File: src/rtl/mc_control_unit_pkg.sv
// Shared constants, state encoding and the per-state Moore control word
// for the multicycle MIPS control unit.
package mc_ctrl_pkg;

    localparam int OPW   = 6;
    localparam int FNW   = 6;
    localparam int ALUCW = 3;

    typedef enum logic [3:0] {
        FETCH    = 4'd0,
        DECODE   = 4'd1,
        MEMADR   = 4'd2,
        MEMREAD  = 4'd3,
        MEMWB    = 4'd4,
        MEMWRITE = 4'd5,
        EXECUTE  = 4'd6,
        ALUWB    = 4'd7,
        BRANCH   = 4'd8,
        ADDIEXEC = 4'd9,
        ADDIWB   = 4'd10
    } state_t;

    localparam logic [OPW-1:0] OP_RTYPE = 6'b000000;
    localparam logic [OPW-1:0] OP_LW    = 6'b100011;
    localparam logic [OPW-1:0] OP_SW    = 6'b101011;
    localparam logic [OPW-1:0] OP_BEQ   = 6'b000100;
    localparam logic [OPW-1:0] OP_ADDI  = 6'b001000;

    localparam logic [FNW-1:0] FN_ADD = 6'b100000;
    localparam logic [FNW-1:0] FN_SUB = 6'b100010;
    localparam logic [FNW-1:0] FN_AND = 6'b100100;
    localparam logic [FNW-1:0] FN_OR  = 6'b100101;
    localparam logic [FNW-1:0] FN_SLT = 6'b101010;

    localparam logic [ALUCW-1:0] ALU_AND = 3'b000;
    localparam logic [ALUCW-1:0] ALU_OR  = 3'b001;
    localparam logic [ALUCW-1:0] ALU_ADD = 3'b010;
    localparam logic [ALUCW-1:0] ALU_SUB = 3'b110;
    localparam logic [ALUCW-1:0] ALU_SLT = 3'b111;

    localparam logic [1:0] ALUOP_ADD   = 2'b00;
    localparam logic [1:0] ALUOP_SUB   = 2'b01;
    localparam logic [1:0] ALUOP_FUNCT = 2'b10;

    localparam logic [1:0] SRCB_RD2  = 2'b00;
    localparam logic [1:0] SRCB_FOUR = 2'b01;
    localparam logic [1:0] SRCB_IMM  = 2'b10;

    typedef struct packed {
        logic       iord;
        logic       memwrite;
        logic       irwrite;
        logic       regwrite;
        logic       pcsrc;
        logic       alusrca;
        logic       memtoreg;
        logic       regdst;
        logic       pcene;
        logic       branch;
        logic [1:0] alusrcb;
        logic [1:0] aluop;
    } ctrl_t;

    // branch marks the state whose PC enable is qualified by Zero
    function automatic ctrl_t moore_ctrl(input state_t s);
        ctrl_t c;
        c         = '0;
        c.alusrcb = SRCB_RD2;
        c.aluop   = ALUOP_ADD;
        case (s)
            FETCH: begin
                c.irwrite = 1'b1;
                c.alusrcb = SRCB_FOUR;
                c.pcene   = 1'b1;
            end
            DECODE:   c.alusrcb = SRCB_IMM;
            MEMADR: begin
                c.alusrca = 1'b1;
                c.alusrcb = SRCB_IMM;
            end
            MEMREAD:  c.iord = 1'b1;
            MEMWB: begin
                c.memtoreg = 1'b1;
                c.regwrite = 1'b1;
            end
            MEMWRITE: begin
                c.iord     = 1'b1;
                c.memwrite = 1'b1;
            end
            EXECUTE: begin
                c.alusrca = 1'b1;
                c.aluop   = ALUOP_FUNCT;
            end
            ALUWB: begin
                c.regdst   = 1'b1;
                c.regwrite = 1'b1;
            end
            BRANCH: begin
                c.alusrca = 1'b1;
                c.aluop   = ALUOP_SUB;
                c.pcsrc   = 1'b1;
                c.branch  = 1'b1;
            end
            ADDIEXEC: begin
                c.alusrca = 1'b1;
                c.alusrcb = SRCB_IMM;
            end
            ADDIWB:   c.regwrite = 1'b1;
            default:  c.alusrcb = SRCB_RD2;
        endcase
        return c;
    endfunction

endpackage

File: src/rtl/mc_control_unit_if.sv
// Control bus between the control unit (master) and the datapath (slave).
interface mc_control_unit_if;
    import mc_ctrl_pkg::*;

    logic [OPW-1:0]   op;
    logic [FNW-1:0]   funct;
    logic             Zero;
    logic             IorD;
    logic             MemWrite;
    logic             IRWrite;
    logic             RegWrite;
    logic             PCSrc;
    logic             ALUSrcA;
    logic             MemtoReg;
    logic             RegDst;
    logic             PCene;
    logic [1:0]       ALUSrcB;
    logic [ALUCW-1:0] ALUSControl;
    logic             illegal_o;
    logic [3:0]       state_o;

    modport master (
        input  op, funct, Zero,
        output IorD, MemWrite, IRWrite, RegWrite, PCSrc, ALUSrcA, MemtoReg,
               RegDst, PCene, ALUSrcB, ALUSControl, illegal_o, state_o
    );

    modport slave (
        output op, funct, Zero,
        input  IorD, MemWrite, IRWrite, RegWrite, PCSrc, ALUSrcA, MemtoReg,
               RegDst, PCene, ALUSrcB, ALUSControl, illegal_o, state_o
    );

endinterface

File: src/rtl/mc_control_unit_alu_decoder.sv
// ALU operation select from the FSM's aluop class and the R-type funct field.
module alu_decoder
    import mc_ctrl_pkg::*;
(
    input  logic [FNW-1:0]   funct,
    input  logic [1:0]       aluop,
    output logic [ALUCW-1:0] alu_control
);

    // Unknown funct codes fall back to ADD so the writeback still happens
    always_comb begin
        alu_control = ALU_ADD;
        case (aluop)
            ALUOP_ADD: alu_control = ALU_ADD;
            ALUOP_SUB: alu_control = ALU_SUB;
            ALUOP_FUNCT: begin
                case (funct)
                    FN_ADD:  alu_control = ALU_ADD;
                    FN_SUB:  alu_control = ALU_SUB;
                    FN_AND:  alu_control = ALU_AND;
                    FN_OR:   alu_control = ALU_OR;
                    FN_SLT:  alu_control = ALU_SLT;
                    default: alu_control = ALU_ADD;
                endcase
            end
            default: alu_control = ALU_ADD;
        endcase
    end

endmodule

File: src/rtl/mc_control_unit.sv
// Multicycle MIPS control FSM: registered Moore control word, Zero-qualified
// PC enable in BRANCH, and write strobes gated off while reset is held.
module mc_control_unit
    import mc_ctrl_pkg::*;
(
    input  logic              clk_dp,
    input  logic              rst,
    mc_control_unit_if.master bus
);

    state_t           state_r;
    state_t           next_state_s;
    ctrl_t            ctrl_r;
    logic             illegal_s;
    logic [ALUCW-1:0] alu_control_s;

    // Next-state selection; op is only consulted in DECODE and MEMADR
    always_comb begin
        next_state_s = FETCH;
        case (state_r)
            FETCH: next_state_s = DECODE;
            DECODE: begin
                case (bus.op)
                    OP_LW, OP_SW: next_state_s = MEMADR;
                    OP_RTYPE:     next_state_s = EXECUTE;
                    OP_BEQ:       next_state_s = BRANCH;
                    OP_ADDI:      next_state_s = ADDIEXEC;
                    default:      next_state_s = FETCH;
                endcase
            end
            MEMADR: begin
                if (bus.op == OP_LW) begin
                    next_state_s = MEMREAD;
                end else if (bus.op == OP_SW) begin
                    next_state_s = MEMWRITE;
                end else begin
                    next_state_s = FETCH;
                end
            end
            MEMREAD:  next_state_s = MEMWB;
            MEMWB:    next_state_s = FETCH;
            MEMWRITE: next_state_s = FETCH;
            EXECUTE:  next_state_s = ALUWB;
            ALUWB:    next_state_s = FETCH;
            BRANCH:   next_state_s = FETCH;
            ADDIEXEC: next_state_s = ADDIWB;
            ADDIWB:   next_state_s = FETCH;
            default:  next_state_s = FETCH;
        endcase
    end

    // Unsupported opcode flag, meaningful only while decoding
    always_comb begin
        illegal_s = 1'b0;
        if (state_r == DECODE) begin
            case (bus.op)
                OP_LW, OP_SW, OP_RTYPE, OP_BEQ, OP_ADDI: illegal_s = 1'b0;
                default:                                 illegal_s = 1'b1;
            endcase
        end else begin
            illegal_s = 1'b0;
        end
    end

    // State and control word registered together so outputs never glitch on state decode
    always_ff @(posedge clk_dp) begin
        if (!rst) begin
            state_r <= FETCH;
            ctrl_r  <= moore_ctrl(FETCH);
        end else begin
            state_r <= next_state_s;
            ctrl_r  <= moore_ctrl(next_state_s);
        end
    end

    alu_decoder u_alu_decoder (
        .funct       (bus.funct),
        .aluop       (ctrl_r.aluop),
        .alu_control (alu_control_s)
    );

    assign bus.IorD        = ctrl_r.iord;
    assign bus.PCSrc       = ctrl_r.pcsrc;
    assign bus.ALUSrcA     = ctrl_r.alusrca;
    assign bus.MemtoReg    = ctrl_r.memtoreg;
    assign bus.RegDst      = ctrl_r.regdst;
    assign bus.ALUSrcB     = ctrl_r.alusrcb;
    assign bus.ALUSControl = alu_control_s;
    assign bus.state_o     = state_r;

    // Write strobes are killed the moment reset is asserted, even mid-instruction
    assign bus.MemWrite  = ctrl_r.memwrite & rst;
    assign bus.IRWrite   = ctrl_r.irwrite & rst;
    assign bus.RegWrite  = ctrl_r.regwrite & rst;
    assign bus.PCene     = (ctrl_r.pcene | (ctrl_r.branch & bus.Zero)) & rst;
    assign bus.illegal_o = illegal_s & rst;

endmodule

File: src/flat_wrapper.sv
// flat-port wrapper written by rule: the top's interface ports become plain ports
module mc_control_unit_flat import mc_ctrl_pkg::*;
  (clk_dp, rst, bus_op, bus_funct, bus_Zero, bus_IorD, bus_MemWrite, bus_IRWrite, bus_RegWrite, bus_PCSrc, bus_ALUSrcA, bus_MemtoReg, bus_RegDst, bus_PCene, bus_ALUSrcB, bus_ALUSControl, bus_illegal_o, bus_state_o);
  mc_control_unit_if bus_i ();
  input  logic clk_dp;
  input  logic rst;
  input wire logic [$bits(bus_i.op)-1:0] bus_op;
  input wire logic [$bits(bus_i.funct)-1:0] bus_funct;
  input wire logic [$bits(bus_i.Zero)-1:0] bus_Zero;
  output wire logic [$bits(bus_i.IorD)-1:0] bus_IorD;
  output wire logic [$bits(bus_i.MemWrite)-1:0] bus_MemWrite;
  output wire logic [$bits(bus_i.IRWrite)-1:0] bus_IRWrite;
  output wire logic [$bits(bus_i.RegWrite)-1:0] bus_RegWrite;
  output wire logic [$bits(bus_i.PCSrc)-1:0] bus_PCSrc;
  output wire logic [$bits(bus_i.ALUSrcA)-1:0] bus_ALUSrcA;
  output wire logic [$bits(bus_i.MemtoReg)-1:0] bus_MemtoReg;
  output wire logic [$bits(bus_i.RegDst)-1:0] bus_RegDst;
  output wire logic [$bits(bus_i.PCene)-1:0] bus_PCene;
  output wire logic [$bits(bus_i.ALUSrcB)-1:0] bus_ALUSrcB;
  output wire logic [$bits(bus_i.ALUSControl)-1:0] bus_ALUSControl;
  output wire logic [$bits(bus_i.illegal_o)-1:0] bus_illegal_o;
  output wire logic [$bits(bus_i.state_o)-1:0] bus_state_o;
  assign bus_i.op = bus_op;
  assign bus_i.funct = bus_funct;
  assign bus_i.Zero = bus_Zero;
  assign bus_IorD = bus_i.IorD;
  assign bus_MemWrite = bus_i.MemWrite;
  assign bus_IRWrite = bus_i.IRWrite;
  assign bus_RegWrite = bus_i.RegWrite;
  assign bus_PCSrc = bus_i.PCSrc;
  assign bus_ALUSrcA = bus_i.ALUSrcA;
  assign bus_MemtoReg = bus_i.MemtoReg;
  assign bus_RegDst = bus_i.RegDst;
  assign bus_PCene = bus_i.PCene;
  assign bus_ALUSrcB = bus_i.ALUSrcB;
  assign bus_ALUSControl = bus_i.ALUSControl;
  assign bus_illegal_o = bus_i.illegal_o;
  assign bus_state_o = bus_i.state_o;
  mc_control_unit u_core (.clk_dp(clk_dp), .rst(rst), .bus(bus_i));
endmodule
File: config.mk
export PLATFORM = sky130hd
export DESIGN_NAME = mc_control_unit_flat
export DESIGN_NICKNAME = d
export VERILOG_FILES = /design/src/rtl/mc_control_unit_pkg.sv /design/src/rtl/mc_control_unit_if.sv /design/src/rtl/mc_control_unit_alu_decoder.sv /design/src/rtl/mc_control_unit.sv /design/src/flat_wrapper.sv
export SDC_FILE = /design/constraint.sdc
export NUM_CORES = 1
export LEC_CHECK = 0
export CAP_MARGIN = 20
export CORE_UTILIZATION = 45
export CTS_CLUSTER_DIAMETER = 150
export DETAILED_ROUTE_END_ITERATION = 8
export GPL_ROUTABILITY_DRIVEN = 0
export PLACE_DENSITY = 0.89
export RECOVER_POWER = 50
export SYNTH_ARGS = -nofsm -noshare
export SYNTH_HDL_FRONTEND = slang
export SYNTH_SLANG_ARGS = --single-unit
File: constraint.sdc
create_clock -name clk_dp -period 4.7 [get_ports clk_dp]
set_input_delay 0.705 -clock clk_dp [delete_from_list [all_inputs] [get_ports clk_dp]]
set_output_delay 0.705 -clock clk_dp [all_outputs]
set_load 0.1 [all_outputs]
==> summary.md <==
### Clock tree
- **TritonCTS clock tree** done
- **clock slew at the register clock pins of the worst setup and hold paths** 80 ps
- **CTS Buf Count** 3
- **CTS root buffer** sky130_fd_sc_hd__clkbuf_4
- **number of H-tree levels** 1
- **Setup Buffers After CTS** 0
- **number of sinks on the clock net** 14
- **number of cells upsized or downsized after cts** 0
- **hold-fix buffer count after cts** 0
- **clock latency at the later pin of the worst-skew pair** 270 ps
- **maximum clock path buffer count** 2

### Global routing
- **global-route wire length before repair** 2780 µm
- **combined global-route utilization of all metal layers** 18.6%
- **pin count of the biggest net entering global routing** 14
- **initial antenna violation count** 0
- **total overflow reported by the global router** 0
- **via count of the first global-routing pass** 686

### Cells and area
- **Non-Filler Instances** 151
- **final std cell area, no fill** 1160 µm²
- **most common cell after layout, fill and taps aside** sky130_fd_sc_hd__clkdlybuf4s50_1
- **diodes inserted** 0
- **layout cell share with drive strength beyond 1** 11.1%
- **number of nets in the finished design** 144
- **growth of design area from synthesis to finish** 37.4%
- **commonest cells after routing, fill and taps aside** 25 x sky130_fd_sc_hd__clkdlybuf4s50_1, 14 x sky130_fd_sc_hd__dfxtp_1, 10 x sky130_fd_sc_hd__nor2_1

### Placed design
- **placed cells** 147
- **area post-placement** 1170 µm²
- **Buffers on Ports** 33
- **final HPWL from detailed placement** 1440 µm
- **dpl ws** 1230 ps

### Drt
- **remaining routing DRC violations** 0
- **total via count after detailed routing** 780
- **WL/cell** 11.8 µm
- **drt total wl** 1780 µm
- **remaining number of nets flagged by the antenna check after routing** 0
- **number of search-and-repair iterations in the first detailed-routing pass** 4
- **violation count after the first detailed-routing iteration** 15
- **via count normalized by instance count** 5.17

### Floorplanning
- **Die Area** 2050 µm²
- **initial core utilization** 48.3%
- **num rows** 15
- **number of top-level pins** 34
- **core footprint** 1750 µm²
- **floorplan die width** 45.3 µm
- **die boundary height** 45.3 µm

### Synthesis
- **most instantiated flip-flop cell in the synthesis netlist** sky130_fd_sc_hd__dfxtp_1
- **synth warn** 0
- **fraction of registers with async set or reset after synthesis** 0%
- **post-synth cell types** 40
- **combined area of all synthesized cells** 843 µm²
- **number of synthesized register bits** 14
- **average cell area after synthesis** 8.97 µm²
- **share of synthesized area occupied by flip-flops and latches** 33.2%
- **number of enable-type register cells in the synthesized netlist** 0
- **Synth Net Count** 111
- **post-synthesis cell count** 94

### Timing
- **RSZ-0062 raised after global routing** no
- **Worst Setup Slack, final** 1230 ps
- **share of the clock period used by the worst path** 73.7%
- **maximum operating frequency** 289 MHz
- **fin. max-slew vios** 0
- **setup total negative slack** 0 ps
- **final setup violation count** 0
- **final hold violation count** 0
- **actual slew at the worst max-slew pin** 976 ps
- **Hold WS** 683 ps
- **time the worst path needs with I/O delays and setup** 3470 ps
- **setup skew after layout** 5.83 ps
- **Max transition margin** 34.7%

### Setup path
- **type of the worst setup path** in2out
- **data arrival time of the critical path** 2760 ps
- **minimum setup slack among reg-to-reg paths** 2110 ps
- **worst-path cell chain** clkdlybuf4s50_1, and2_1, clkdlybuf4s50_1
- **Req. time, crit path** 3990 ps
- **slowest library cell on the worst path** sky130_fd_sc_hd__clkdlybuf4s50_1
- **largest incremental delay on the critical path** 1130 ps
- **Critical Path Sink Type** output port
- **Buf+Inv Stages, Crit Path** 2
- **sort of element at the start of the critical path** input pin
- **family with the most delay on the worst path** buffers and inverters
- **most numerous cell on the critical path** sky130_fd_sc_hd__clkdlybuf4s50_1
- **highest fanout seen on the critical path** 13

### Outcome
- **outcome** finished clean

### Hold path
- **Hold Crit Class** reg2reg

### Flow run
- **number of maximum-capacitance violations** 0

### Pwr
- **peak supply drop** 129 µV
- **total power per unit cell area** 243 nW/µm²
- **standby leakage power** 0.000447 µW

-- worst paths after layout --
path / startpoint / endpoint / depth (start not counted)
min: u_core.bus.state_o[1] / u_core.ctrl_r[12] / 3
max: rst / bus_IRWrite / 3
max reg2reg: u_core.bus.state_o[2] / u_core.bus.ALUSrcB[0] / 5
min reg2reg: u_core.bus.state_o[1] / u_core.ctrl_r[12] / 3
-- through the flow --
step,total power (µW),util (%)
floorplan,182,-
global placement,204,66.8
detailed placement,206,66.8
CTS,286,68.9
global route,294,66.4
finish,282,66.4
-- metal layers --
metal,global-route usage [%],vias to the layer above,wire length (µm)
met2,37.7,32,917
li1,-,395,-
met3,1.20,4,104
met5,0,-,0
met4,7.27,0,27
met1,19.2,349,732
-- cells by family after synthesis --
| group | Yosys count | synth area share (%) |
|---|---|---|
| AOI/OAI and AO/OA | 19 | 21.5 |
| and+or+nand+nor | 44 | 32.3 |
| buffers and inverters | 12 | 6.82 |
| adders and majority gates | 2 | 2.97 |
| xor gates and xnor gates | 3 | 3.12 |
| DFF | 14 | 33.2 |
-- sequential cells by signal, indices dropped and copies added, names as in the netlist --
register	count
u_core.bus.ALUSrcA	1
u_core.bus.ALUSrcB	2
u_core.bus.IorD	1
u_core.bus.MemtoReg	1
u_core.bus.RegDst	1
u_core.bus.state_o	4
u_core.ctrl_r	4
-- area by class of cell --
| type | instances | area, µm² |
|---|---|---|
| flip-flops and latches | 14 | 280 |
| well taps | 25 | 31.3 |
| clock buffers | 4 | 36.3 |
| repair buffers | 33 | 323 |
| multi-input cells | 68 | 462 |
| fillers | 160 | 587 |
| inverters | 7 | 26.3 |
-- report_power, final --
| group | switching, µW | internal (µW) |
|---|---|---|
| clock network | 34.9 | 47.0 |
| logic | 50.7 | 24.6 |
| registers | 3.35 | 121 |
-- Yosys cell counts, drive strengths merged, types with 2 or more instances --
library cell  count  share of area (%)
nor2             10                4.5
nor4              2                2.2
o21ai             4                2.8
and2              6                4.5
inv               7                3.1
nand2b            3                2.2
a22o              2                2.2
or3               3                2.2
nor3b             3                4.0
nand2             6                3.0
nor3              5                4.9
dfxtp            14                 33
a31oi             3                2.2
buf               4                3.3
xnor2             3                3.1
a21oi             4                2.8
ha                2                3.0
-- worst reg2reg max path, stage by stage (launching register included) --
cell                       delay [ps]
sky130_fd_sc_hd__dfxtp_1          580
sky130_fd_sc_hd__nor3b_1          210
sky130_fd_sc_hd__a22o_2           300
sky130_fd_sc_hd__a221oi_1         760
sky130_fd_sc_hd__o21ai_0          370
sky130_fd_sc_hd__o31ai_1          280
Power figures use the tool's default switching activity.
